--- config.mk ---
export PLATFORM = sky130hd
export DESIGN_NAME = adc_sample_sequencer
export DESIGN_NICKNAME = d
export VERILOG_FILES = /design/src/rtl/adc_sample_sequencer.sv
export SDC_FILE = /design/constraint.sdc
export NUM_CORES = 1
export LEC_CHECK = 0
export ABC_CLOCK_PERIOD_IN_PS = 3800
export BUFFER_PORTS_ARGS = -buffer_cell sky130_fd_sc_hd__buf_4
export CORE_MARGIN = 2
export CORE_UTILIZATION = 60
export CTS_CLUSTER_DIAMETER = 100
export DETAILED_ROUTE_END_ITERATION = 6
export PLACE_DENSITY = 0.82
export SYNTH_ARGS = -nofsm -noshare
export SYNTH_HDL_FRONTEND = slang
export SYNTH_SLANG_ARGS = --single-unit
--- constraint.sdc ---
create_clock -name clk -period 3.8 [get_ports clk]
set_input_delay 0.76 -clock clk [delete_from_list [all_inputs] [get_ports clk]]
set_output_delay 0.76 -clock clk [all_outputs]
set_load 0.01 [all_outputs]
--- src/rtl/adc_sample_sequencer.sv ---
// Round-robin sequencer for an 8-channel 12-bit SPI ADC (AD7928-class, 16-bit frames).
// Emits each conversion result with its channel on a valid/ready stream, with sticky overrun.
module adc_sample_sequencer #(
  parameter int unsigned SCLK_DIV   = 4,
  parameter int unsigned CS_GAP     = 2,
  parameter bit          RANGE_BIT  = 1'b1,
  parameter bit          CODING_BIT = 1'b1
) (
  input  logic        clk,
  input  logic        reset,
  input  logic        enable,
  input  logic [7:0]  chan_mask,
  input  logic [15:0] sample_period,
  output logic        adc_cs,
  output logic        adc_sclk,
  output logic        adc_din,
  input  logic        adc_dout,
  output logic        smp_valid,
  input  logic        smp_ready,
  output logic [11:0] smp_data,
  output logic [2:0]  smp_chan,
  output logic        overrun,
  input  logic        overrun_clr,
  output logic        busy
);

  localparam logic [15:0] MIN_FRAME = 16'(1 + 32 * SCLK_DIV + CS_GAP);
  localparam logic [15:0] DIV_LAST  = 16'(SCLK_DIV - 1);
  localparam logic [15:0] GAP_LAST  = 16'(CS_GAP - 1);

  typedef enum logic [2:0] {StIdle, StStart, StShift, StGap, StWait} state_t;

  state_t      r_state;
  logic [2:0]  r_ptr;
  logic        r_first;
  logic [14:0] r_tx;
  logic [14:0] r_rx;
  logic [15:0] r_div;
  logic [3:0]  r_bit;
  logic [15:0] r_gap;
  logic [15:0] r_per;
  logic        r_cs;
  logic        r_sclk;
  logic        r_din;
  logic        r_valid;
  logic [11:0] r_data;
  logic [2:0]  r_chan;
  logic        r_overrun;

  logic [2:0]  w_idx;
  logic [2:0]  w_next_ch;
  logic [14:0] w_ctrl_word;
  logic [15:0] w_period_eff;
  logic        w_run;
  logic        w_arrive;
  logic        w_drop;

  // Lowest-offset enabled channel after the pointer wins; offset 8 wraps back to the pointer.
  always_comb begin
    w_next_ch = r_ptr;
    w_idx     = r_ptr;
    for (int i = 8; i >= 1; i--) begin
      w_idx = r_ptr + 3'(i);
      if (chan_mask[w_idx]) begin
        w_next_ch = w_idx;
      end
    end
  end

  // Bits 14:0 of the control word; the WRITE bit (15) is always 1 and driven directly.
  assign w_ctrl_word  = {1'b0, 1'b0, w_next_ch, 2'b11, 1'b0, 1'b0, RANGE_BIT, CODING_BIT, 4'b0000};
  assign w_period_eff = (sample_period < MIN_FRAME) ? MIN_FRAME : sample_period;
  assign w_run        = enable && (chan_mask != 8'h00);
  assign w_arrive     = (r_state == StGap) && (r_gap == 16'd0) && !r_first;
  assign w_drop       = w_arrive && r_valid && !smp_ready;

  always_ff @(posedge clk or posedge reset) begin
    if (reset) begin
      r_state   <= StIdle;
      r_ptr     <= 3'd7;
      r_first   <= 1'b1;
      r_tx      <= '0;
      r_rx      <= '0;
      r_div     <= '0;
      r_bit     <= '0;
      r_gap     <= '0;
      r_per     <= '0;
      r_cs      <= 1'b1;
      r_sclk    <= 1'b1;
      r_din     <= 1'b0;
      r_valid   <= 1'b0;
      r_data    <= '0;
      r_chan    <= '0;
      r_overrun <= 1'b0;
    end else begin
      if (r_per != 16'd0) begin
        r_per <= r_per - 16'd1;
      end

      if (r_valid && smp_ready) begin
        r_valid <= 1'b0;
      end
      if (w_arrive && (!r_valid || smp_ready)) begin
        r_valid <= 1'b1;
        r_data  <= r_rx[11:0];
        r_chan  <= r_rx[14:12];
      end

      if (w_drop) begin
        r_overrun <= 1'b1;
      end else if (overrun_clr) begin
        r_overrun <= 1'b0;
      end

      case (r_state)
        StIdle: begin
          r_first <= 1'b1;
          if (w_run) begin
            r_state <= StStart;
            r_cs    <= 1'b0;
            r_din   <= 1'b1;
          end
        end
        StStart: begin
          r_ptr   <= w_next_ch;
          r_tx    <= w_ctrl_word;
          r_per   <= w_period_eff - 16'd1;
          r_sclk  <= 1'b0;
          r_div   <= '0;
          r_bit   <= '0;
          r_state <= StShift;
        end
        StShift: begin
          if (r_div == DIV_LAST) begin
            r_div <= '0;
            if (!r_sclk) begin
              r_sclk <= 1'b1;
              r_rx   <= {r_rx[13:0], adc_dout};
            end else if (r_bit == 4'd15) begin
              r_cs    <= 1'b1;
              r_din   <= 1'b0;
              r_gap   <= '0;
              r_state <= StGap;
            end else begin
              r_sclk <= 1'b0;
              r_din  <= r_tx[14];
              r_tx   <= {r_tx[13:0], 1'b0};
              r_bit  <= r_bit + 4'd1;
            end
          end else begin
            r_div <= r_div + 16'd1;
          end
        end
        StGap: begin
          if (r_gap == 16'd0) begin
            r_first <= 1'b0;
          end
          if (r_gap == GAP_LAST) begin
            if (!w_run) begin
              r_state <= StIdle;
            end else if (r_per <= 16'd1) begin
              r_state <= StStart;
              r_cs    <= 1'b0;
              r_din   <= 1'b1;
            end else begin
              r_state <= StWait;
            end
          end else begin
            r_gap <= r_gap + 16'd1;
          end
        end
        StWait: begin
          if (r_per <= 16'd1) begin
            r_state <= StStart;
            r_cs    <= 1'b0;
            r_din   <= 1'b1;
          end
        end
        default: r_state <= StIdle;
      endcase
    end
  end

  assign adc_cs    = r_cs;
  assign adc_sclk  = r_sclk;
  assign adc_din   = r_din;
  assign smp_valid = r_valid;
  assign smp_data  = r_data;
  assign smp_chan  = r_chan;
  assign overrun   = r_overrun;
  assign busy      = (r_state == StStart) || (r_state == StShift) || (r_state == StGap);

endmodule

==> results of run 1 <==
final timing paths:
check	startpoint	cells past startpoint	to	slack, ns
worst max-delay path	r_ptr[0]	8	r_ptr[0]	0.54
worst min-delay path	r_tx[4]	2	r_tx[4]	0.49
worst max register to register	r_ptr[0]	8	r_ptr[0]	0.54
worst min register to register	r_tx[4]	2	r_tx[4]	0.49
max in group asynchronous	reset	3	r_ptr[0]	2.45
min in group asynchronous	reset	2	smp_data[1]	0.55
area by class of cell:
type / instances / area [um2]
Multi-Input combinational cell: 463 / 3220
Fill cell: 780 / 3050
Sequential cell: 105 / 2640
Timing Repair Buffer: 56 / 420
Tap cell: 133 / 166
Clock buffer: 9 / 124
Clock inverter: 7 / 86.3
Inverter: 19 / 73.8
power groups by stage:
stage               registers [mW]  logic (mW)  clock network (mW)
floorplan                     1.58        1.67                   0
global route                  1.74        2.25               0.781
finish                        1.69        2.01               0.719
CTS                           1.69        2.01               0.735
detailed placement            1.71        2.00                   0
global placement              1.69        1.94                   0
layout by cell type, fill, tap and decap left out, types with 7 or more instances in the layout:
cell	netlist	final
dfrtp_1	99	99
nand2_1	59	59
buf_4	0	56
nor2_1	51	51
o21ai_0	45	45
mux2_2	37	37
a21oi_1	24	24
xnor2_1	23	23
nand3_1	21	21
inv_1	19	18
xor2_1	18	18
nor3_1	16	16
or3_1	13	13
nor4_1	11	11
and3_1	10	10
mux4_2	10	10
ha_1	10	10
mux2i_1	9	9
clkbuf_8	0	9
nand4_1	8	8
o31ai_1	8	8
o22ai_1	7	7
per-stage QoR:
step	power, mW	instance area [um2]
final	4.43	6720
after global routing	4.77	6720
after CTS	4.43	6720
after detailed placement	3.71	6510
after global placement	3.63	6510
after floorplan	3.25	6050
worst reg2reg max path: stages (launching register included):
cell and delay (ns):
dfstp_2 0.73, inv_1 0.19, ha_1 0.54, mux2_2 0.40, mux4_2 0.47, o32ai_1 0.34, a311oi_1 0.14, o21ai_0 0.24
xnor2_1 0.15
state kept, by name, summed over array words and instances (netlist names):
| signal | flops |
|---|---|
| overrun | 1 |
| r_state | 3 |
| r_first | 1 |
| r_per | 16 |
| r_bit | 4 |
| smp_data | 12 |
| r_div | 16 |
| r_ptr | 3 |
| smp_valid | 1 |
| adc_cs | 1 |
| adc_din | 1 |
| adc_sclk | 1 |
| r_tx | 11 |
| r_gap | 16 |
| smp_chan | 3 |
| r_rx | 15 |
cell families (layout without fill, tap and decap cells):
logic type	count (synthesis)	after routing	share of synthesized area, %
xor+xnor	41	41	5.93
compound gates	127	127	13.1
buf+inv	48	91	3.35
fa+ha+maj	10	10	2.07
simple gates	229	229	19.9
flops	105	105	43.5
mux	56	56	12.1
metal layers:
metal | global-route usage (%) | up-vias
li1 | - | 2317
met1 | 32.0 | 2310
met2 | 38.7 | 146
met3 | 2.69 | 18
met4 | 9.85 | 0
met5 | 0 | -
==> metrics.md, run 1 <==
| Metric | Value |
|---|---|
| Max stage delay on crit path | 0.73 ns |
| Relative slew margins | 45.6% |
| CTS resizes | 0 |
| Share of the synthesized area in the top cell type | 40.9% |
| Post-Syn Instances | 616 |
| # H-tree levels | 3 |
| Die ar. | roughly 0.011 mm2 |
| Core Footprint | 0.00977 mm2 |
| Root Buffer | clkbuf_8 |
| Post-cts hold buffer count | 0 |
| EDFF count, synth | 0 |
| Die Ht | 104 um |
| Synthesized flop and latch total | 105 |
| Top cells by count, synth | 99 x dfrtp_1, 59 x nand2_1, 51 x nor2_1 |
| Crit share post-route | 85.9% |
| Crit-path slowest cell | dfstp_2 |
| Clock Path Buffers | 2 |
| Drt pass-1 iters | 4 |
| Final Net Count | 694 |
| Hold Path Class | reg -> reg |
| Metal2 WL | 5950 um |
| WP buf/inv | 1 |
| DRT iter0 DRCs | 319 |
| Slew of the pin with the lowest slew margin | 0.809 ns |
| Post-CTS Setup Inserts | 0 |
| Worst path top cell family by delay | multiplexers |
| Top post-synthesis cells by area | dfrtp_1 41%, mux2_2 6.9%, mux4_2 3.7% |
| Critical Path Start Type | flip-flop |
| Yosys cell types | 66 |
| Met3 wire length | 514 um |
| Critical Path Sink Type | flip-flop |
| Fmax achieved | ~310 MHz |
| Util after Layout | around 70% |
| Share of synthesized registers carrying an async set or reset | 100% |
| Clock transition at path regs | about 0.10 ns |
| RSZ-0062 raised after global routing | false |
| Worst hold slack | 0.494 ns |
| Post-DP HPWL | around 9000 um |
| Initial antenna violation count | 0 |
| Synthesis warning total | 0 |
| Area leader, netlist | dfrtp_1 |
| Peak supply drop | 0.000479 V |
| Std cell rows | 36 |
| Final Non-Filler Cells | 792 |
| Reg power frac | 38.3% |
| Largest net degree at the start of global routing | 68 |
| Internal | 2.59 mW |
| Final hold violation count | 0 |
| Max Used Layer | met4 |
| Data arrival, critical path | 3.57 ns |
| Post-synthesis net count | 656 |
| Port Buf Inserts | 50 |
| Gpl congestion | 0.874 |
| Crit-path cells | inv_1 -> ha_1 -> mux2_2 -> mux4_2 -> o32ai_1 -> a311oi_1 -> o21ai_0 -> xnor2_1 |
| Critical Path RT | ~4.1 ns |
| Share of cells above drive strength 1 | 21.9% |
| Post-Place Setup Slack | 0.576 ns |
| Vias | 4,791 |
| Layout area overhead | 11.0% |
| Drt drc | 0 |
| All-Layer GR Usage | 23.6% |
| Max-cap viol count | 0 |
| DRT antenna net count | 0 |
| Final Critical Period | 3.26 ns |
| Worst Path Max Fanout | 12 |
| Routed length per instance | 15.6 um |
| Power Dens Cells | 659 mW/mm2 |
| First-pass GRT wire length | approximately 21,000 um |
| Switching power total | 1.83 mW |
| Top-count cell post-synth | dfrtp_1 |
| Via/cell ratio | 6.05 |
| Final WL | 12,300 um |
| Gate power share | between 40% and 50% |
| I/O Pins | 51 |
| Placed cells | slightly below 800 |
| ANT cells | 0 |
| Setup TNS | 0 ns |
| Worst-Skew Late Latency | roughly 0.37 ns |
| Met1 wire length | 5650 um |
| Clk sink count | roughly 110 |
| Slew Limit Fails | 0 |
| TritonCTS clock tree | done |
| Synth Area per Inst | 9.83 um2 |
| Post-synthesis sequential area ratio | 43.5% |
| Final WS setup | ~0.54 ns |
| CTS Buf Count | 9 |
| Post-Syn Area | 0.00605 mm2 |
| Lkg Pwr | 2.90 nW |
| WS Path Type | reg -> reg |
| Worst Skew | 0.0101 ns |
| Sw Ratio | around two fifths |
| Effective utilization at floorplan | 61.9% |
| Vias in the first global route | between 4,000 and 5,000 |
| GRT overflow | 0 |
| Die W | approximately 100 um |
| Endpoints failing setup | 0 |
| Status | finished, final reports clean |
| Top FF cell, synth | dfrtp_1 |
| Clock share of power | 16.2% |
Power figures use the tool's default switching activity.
==> inputs of run 2 (changes only) <==
--- a/config.mk
+++ b/config.mk
@@ -8,10 +8,11 @@
 export ABC_CLOCK_PERIOD_IN_PS = 3800
 export BUFFER_PORTS_ARGS = -buffer_cell sky130_fd_sc_hd__buf_4
 export CORE_MARGIN = 2
-export CORE_UTILIZATION = 60
+export CORE_UTILIZATION = 50
 export CTS_CLUSTER_DIAMETER = 100
 export DETAILED_ROUTE_END_ITERATION = 6
-export PLACE_DENSITY = 0.82
+export PLACE_DENSITY = 0.71
+export REMOVE_ABC_BUFFERS = 1
 export SYNTH_ARGS = -nofsm -noshare
 export SYNTH_HDL_FRONTEND = slang
 export SYNTH_SLANG_ARGS = --single-unit
==> run 2 against run 1 <==
Sequential power barely moved. Worst hold slack lost 0.0093 ns. Setup slack gained 0.092 ns. Design area rose by 1.8%. Die area up 19%. Clock skew hardly changed. Sequential share of layout area fell by 0.68 points. Critical path type unchanged. Critical endpoint unchanged. Largest cell class unchanged.
==> metrics.md, run 2 (same netlist as run 1, synthesis figures left out) <==
| Metric | Value |
|---|---|
| Crit share post-route | 83.5% (was 85.9%) |
| Met2 usage | 33.4% (was 38.7%) |
| GRT overflow | 0 (unchanged) |
| GR peak layer | met2 (unchanged) |
| Design area | 0.00684 mm2 (was 0.00672 mm2) |
| Top Registers | r_div x16, r_gap x16, r_per x16 (unchanged) |
| Final Non-Filler Cells | 807 (was 792) |
| Vias in the first global route | 4,587 (was 4,614) |
| CTS resizes | 0 (unchanged) |
| Clock transition at path regs | 0.07 ns (was 0.10 ns) |
| Worst Skew | 0.00996 ns (was 0.0101 ns) |
| Sw Ratio | 39.6% (was 41.4%) |
| Port Buf Inserts | 50 (unchanged) |
| Critical Path Sink Type | flip-flop (unchanged) |
| Std cell rows | 40 (was 36) |
| Data arrival, critical path | 3.45 ns (was 3.57 ns) |
| Setup crit start | r_ptr[1] (was r_ptr[0]) |
| Worst-Skew Late Latency | 0.34 ns (was 0.37 ns) |
| Initial antenna violation count | 0 (unchanged) |
| WS Path Type | reg -> reg (unchanged) |
| Worst hold slack | 0.485 ns (was 0.494 ns) |
| DRT antenna net count | 0 (unchanged) |
| Clock share of power | 20.1% (was 16.2%) |
| Slew of the pin with the lowest slew margin | 0.742 ns (was 0.809 ns) |
| TritonCTS clock tree | done (unchanged) |
| R2R cell count | 8 (unchanged) |
| RSZ-0062 raised after global routing | false (unchanged) |
| Vias | 4,751 (was 4,791) |
| Relative slew margins | 50.4% (was 45.6%) |
| Worst Path Max Fanout | 10 (was 12) |
| Core Footprint | 0.0119 mm2 (was 0.00977 mm2) |
| Post-cts hold buffer count | 0 (unchanged) |
| Status | finished, final reports clean (unchanged) |
| Final Net Count | 695 (was 694) |
| Worst R2R Setup Slack | 0.63 ns (was 0.54 ns) |
| Final Critical Period | 3.17 ns (was 3.26 ns) |
| Post-CTS Setup Inserts | 0 (unchanged) |
| Endpoints failing setup | 0 (unchanged) |
| Die Ht | 114 um (was 104 um) |
| I/O Pins | 51 (unchanged) |
| Internal | 2.82 mW (was 2.59 mW) |
| Critical Path Start Type | flip-flop (unchanged) |
| Max-cap viol count | 0 (unchanged) |
| DRT iter0 DRCs | 239 (was 319) |
| Final WL | 12,300 um (about the same) |
| Slew Limit Fails | 0 (unchanged) |
| Power Dens Cells | 682 mW/mm2 (was 659 mW/mm2) |
| M1 GR Usage | 27.7% (was 32.0%) |
| Final hold violation count | 0 (unchanged) |
| Reg power frac | 35.9% (was 38.3%) |
| Clk sink count | 105 (unchanged) |
| Layout area overhead | 13.0% (was 11.0%) |
| Root Buffer | clkbuf_16 (was clkbuf_8) |
| Drt pass-1 iters | 4 (unchanged) |
| Gpl congestion | 0.875 (was 0.874) |
| Fmax achieved | 315 MHz (was 306 MHz) |
| Peak supply drop | 0.000508 V (was 0.000479 V) |
| Lkg Pwr | 2.95 nW (was 2.90 nW) |
| Gate power share | 44.0% (was 45.5%) |
| Worst r2r src | r_ptr[1] (was r_ptr[0]) |
| First-pass GRT wire length | 21,500 um (was 21,300 um) |
| All-Layer GR Usage | 20.2% (was 23.6%) |
| Switching power total | 1.85 mW (was 1.83 mW) |
| Routed length per instance | 15.2 um (was 15.6 um) |
| Via/cell ratio | 5.89 (was 6.05) |
| Commonest non-fill, non-tap cell in the layout | dfrtp_1 (unchanged) |
| Tot Pwr | 4.67 mW (was 4.43 mW) |
| RR Endpoint | r_ptr[0] (unchanged) |
| ANT cells | 0 (unchanged) |
| Clock Path Buffers | 2 (unchanged) |
| Largest net degree at the start of global routing | 53 (was 68) |
| # H-tree levels | 3 (unchanged) |
| Placed cells | 791 (was 776) |
| Share of cells above drive strength 1 | 21.8% (was 21.9%) |
| Critical Path RT | 4.07 ns (was 4.10 ns) |
| Post-DP HPWL | 9040 um (was 9000 um) |
| Hold Path Class | reg -> reg (unchanged) |
| Setup crit end | r_ptr[0] (unchanged) |
| Die ar. | 0.0130 mm2 (was 0.0109 mm2) |
| Die W | 114 um (was 104 um) |
| Drt drc | 0 (unchanged) |
| CTS Buf Count | 9 (unchanged) |
| Met3 Track Usage GR | 2.92% (was 2.69%) |
| Placed Area | 0.00654 mm2 (was 0.00651 mm2) |
| Effective utilization at floorplan | 50.8% (was 61.9%) |
| Setup TNS | 0 ns (unchanged) |
| # fillers | 1,024 (was 780) |
| Most frequent cells in the layout | 99 x dfrtp_1, 59 x nand2_1, 57 x buf_4, 51 x nor2_1, 45 x o21ai_0 (was 99 x dfrtp_1, 59 x nand2_1, 56 x buf_4, 51 x nor2_1, 45 x o21ai_0) |
## run 2: layer usage
metal	vias up	part of all wire [%]
li1	2323	-
met1	2306	46
met2	111	48
met3	11	4.0
met4	0	1.2
met5	-	0
## run 2: per-stage QoR
step,setup slack [ns],util (%)
after CTS,0.679,57.4
final,0.628,57.4
after floorplan,0.289,-
after global placement,0.837,54.9
after detailed placement,0.703,54.9
after global routing,0.402,57.4
## run 2: worst min path at each step
| stage | endpoint | from | slack [ns] | depth (start not counted) |
|---|---|---|---|---|
| floorplan | r_tx[4] | r_tx[4] | 0.45 | 2 |
| global placement | r_tx[13] | r_tx[13] | 0.46 | 2 |
| detailed placement | r_tx[13] | r_tx[13] | 0.47 | 2 |
| CTS | r_tx[13] | r_tx[13] | 0.49 | 2 |
| global route | r_tx[13] | r_tx[13] | 0.51 | 2 |
| finish | r_tx[13] | r_tx[13] | 0.48 | 2 |
## run 2: layout make-up
| class | count | area (um2) | area share (%) |
|---|---|---|---|
| timing repair buffer | 57 | 428 | 6.26 |
| tap | 147 | 184 | 2.69 |
| inverter | 19 | 73.8 | 1.08 |
| multi-input combinational | 463 | 3220 | 47.0 |
| sequential | 105 | 2640 | 38.5 |
| clock inverter | 5 | 61.3 | 0.896 |
| clock buffer | 11 | 243 | 3.55 |
## run 2: worst max-delay path: stages, from the launching register on
cell and delay (ns):
dfstp_2 0.67, inv_1 0.14, ha_1 0.51, mux2_2 0.39, mux4_2 0.48, o32ai_1 0.36
a311oi_1 0.15, o21ai_0 0.26, xnor2_1 0.15
## run 2: power by group through the flow
stage | registers, mW | logic [mW] | clock network, mW
global placement | 1.67 | 2.00 | 0
CTS | 1.67 | 2.06 | 0.962
detailed placement | 1.69 | 2.05 | 0
finish | 1.68 | 2.05 | 0.938
global route | 1.73 | 2.30 | 1.01
floorplan | 1.65 | 1.53 | 0
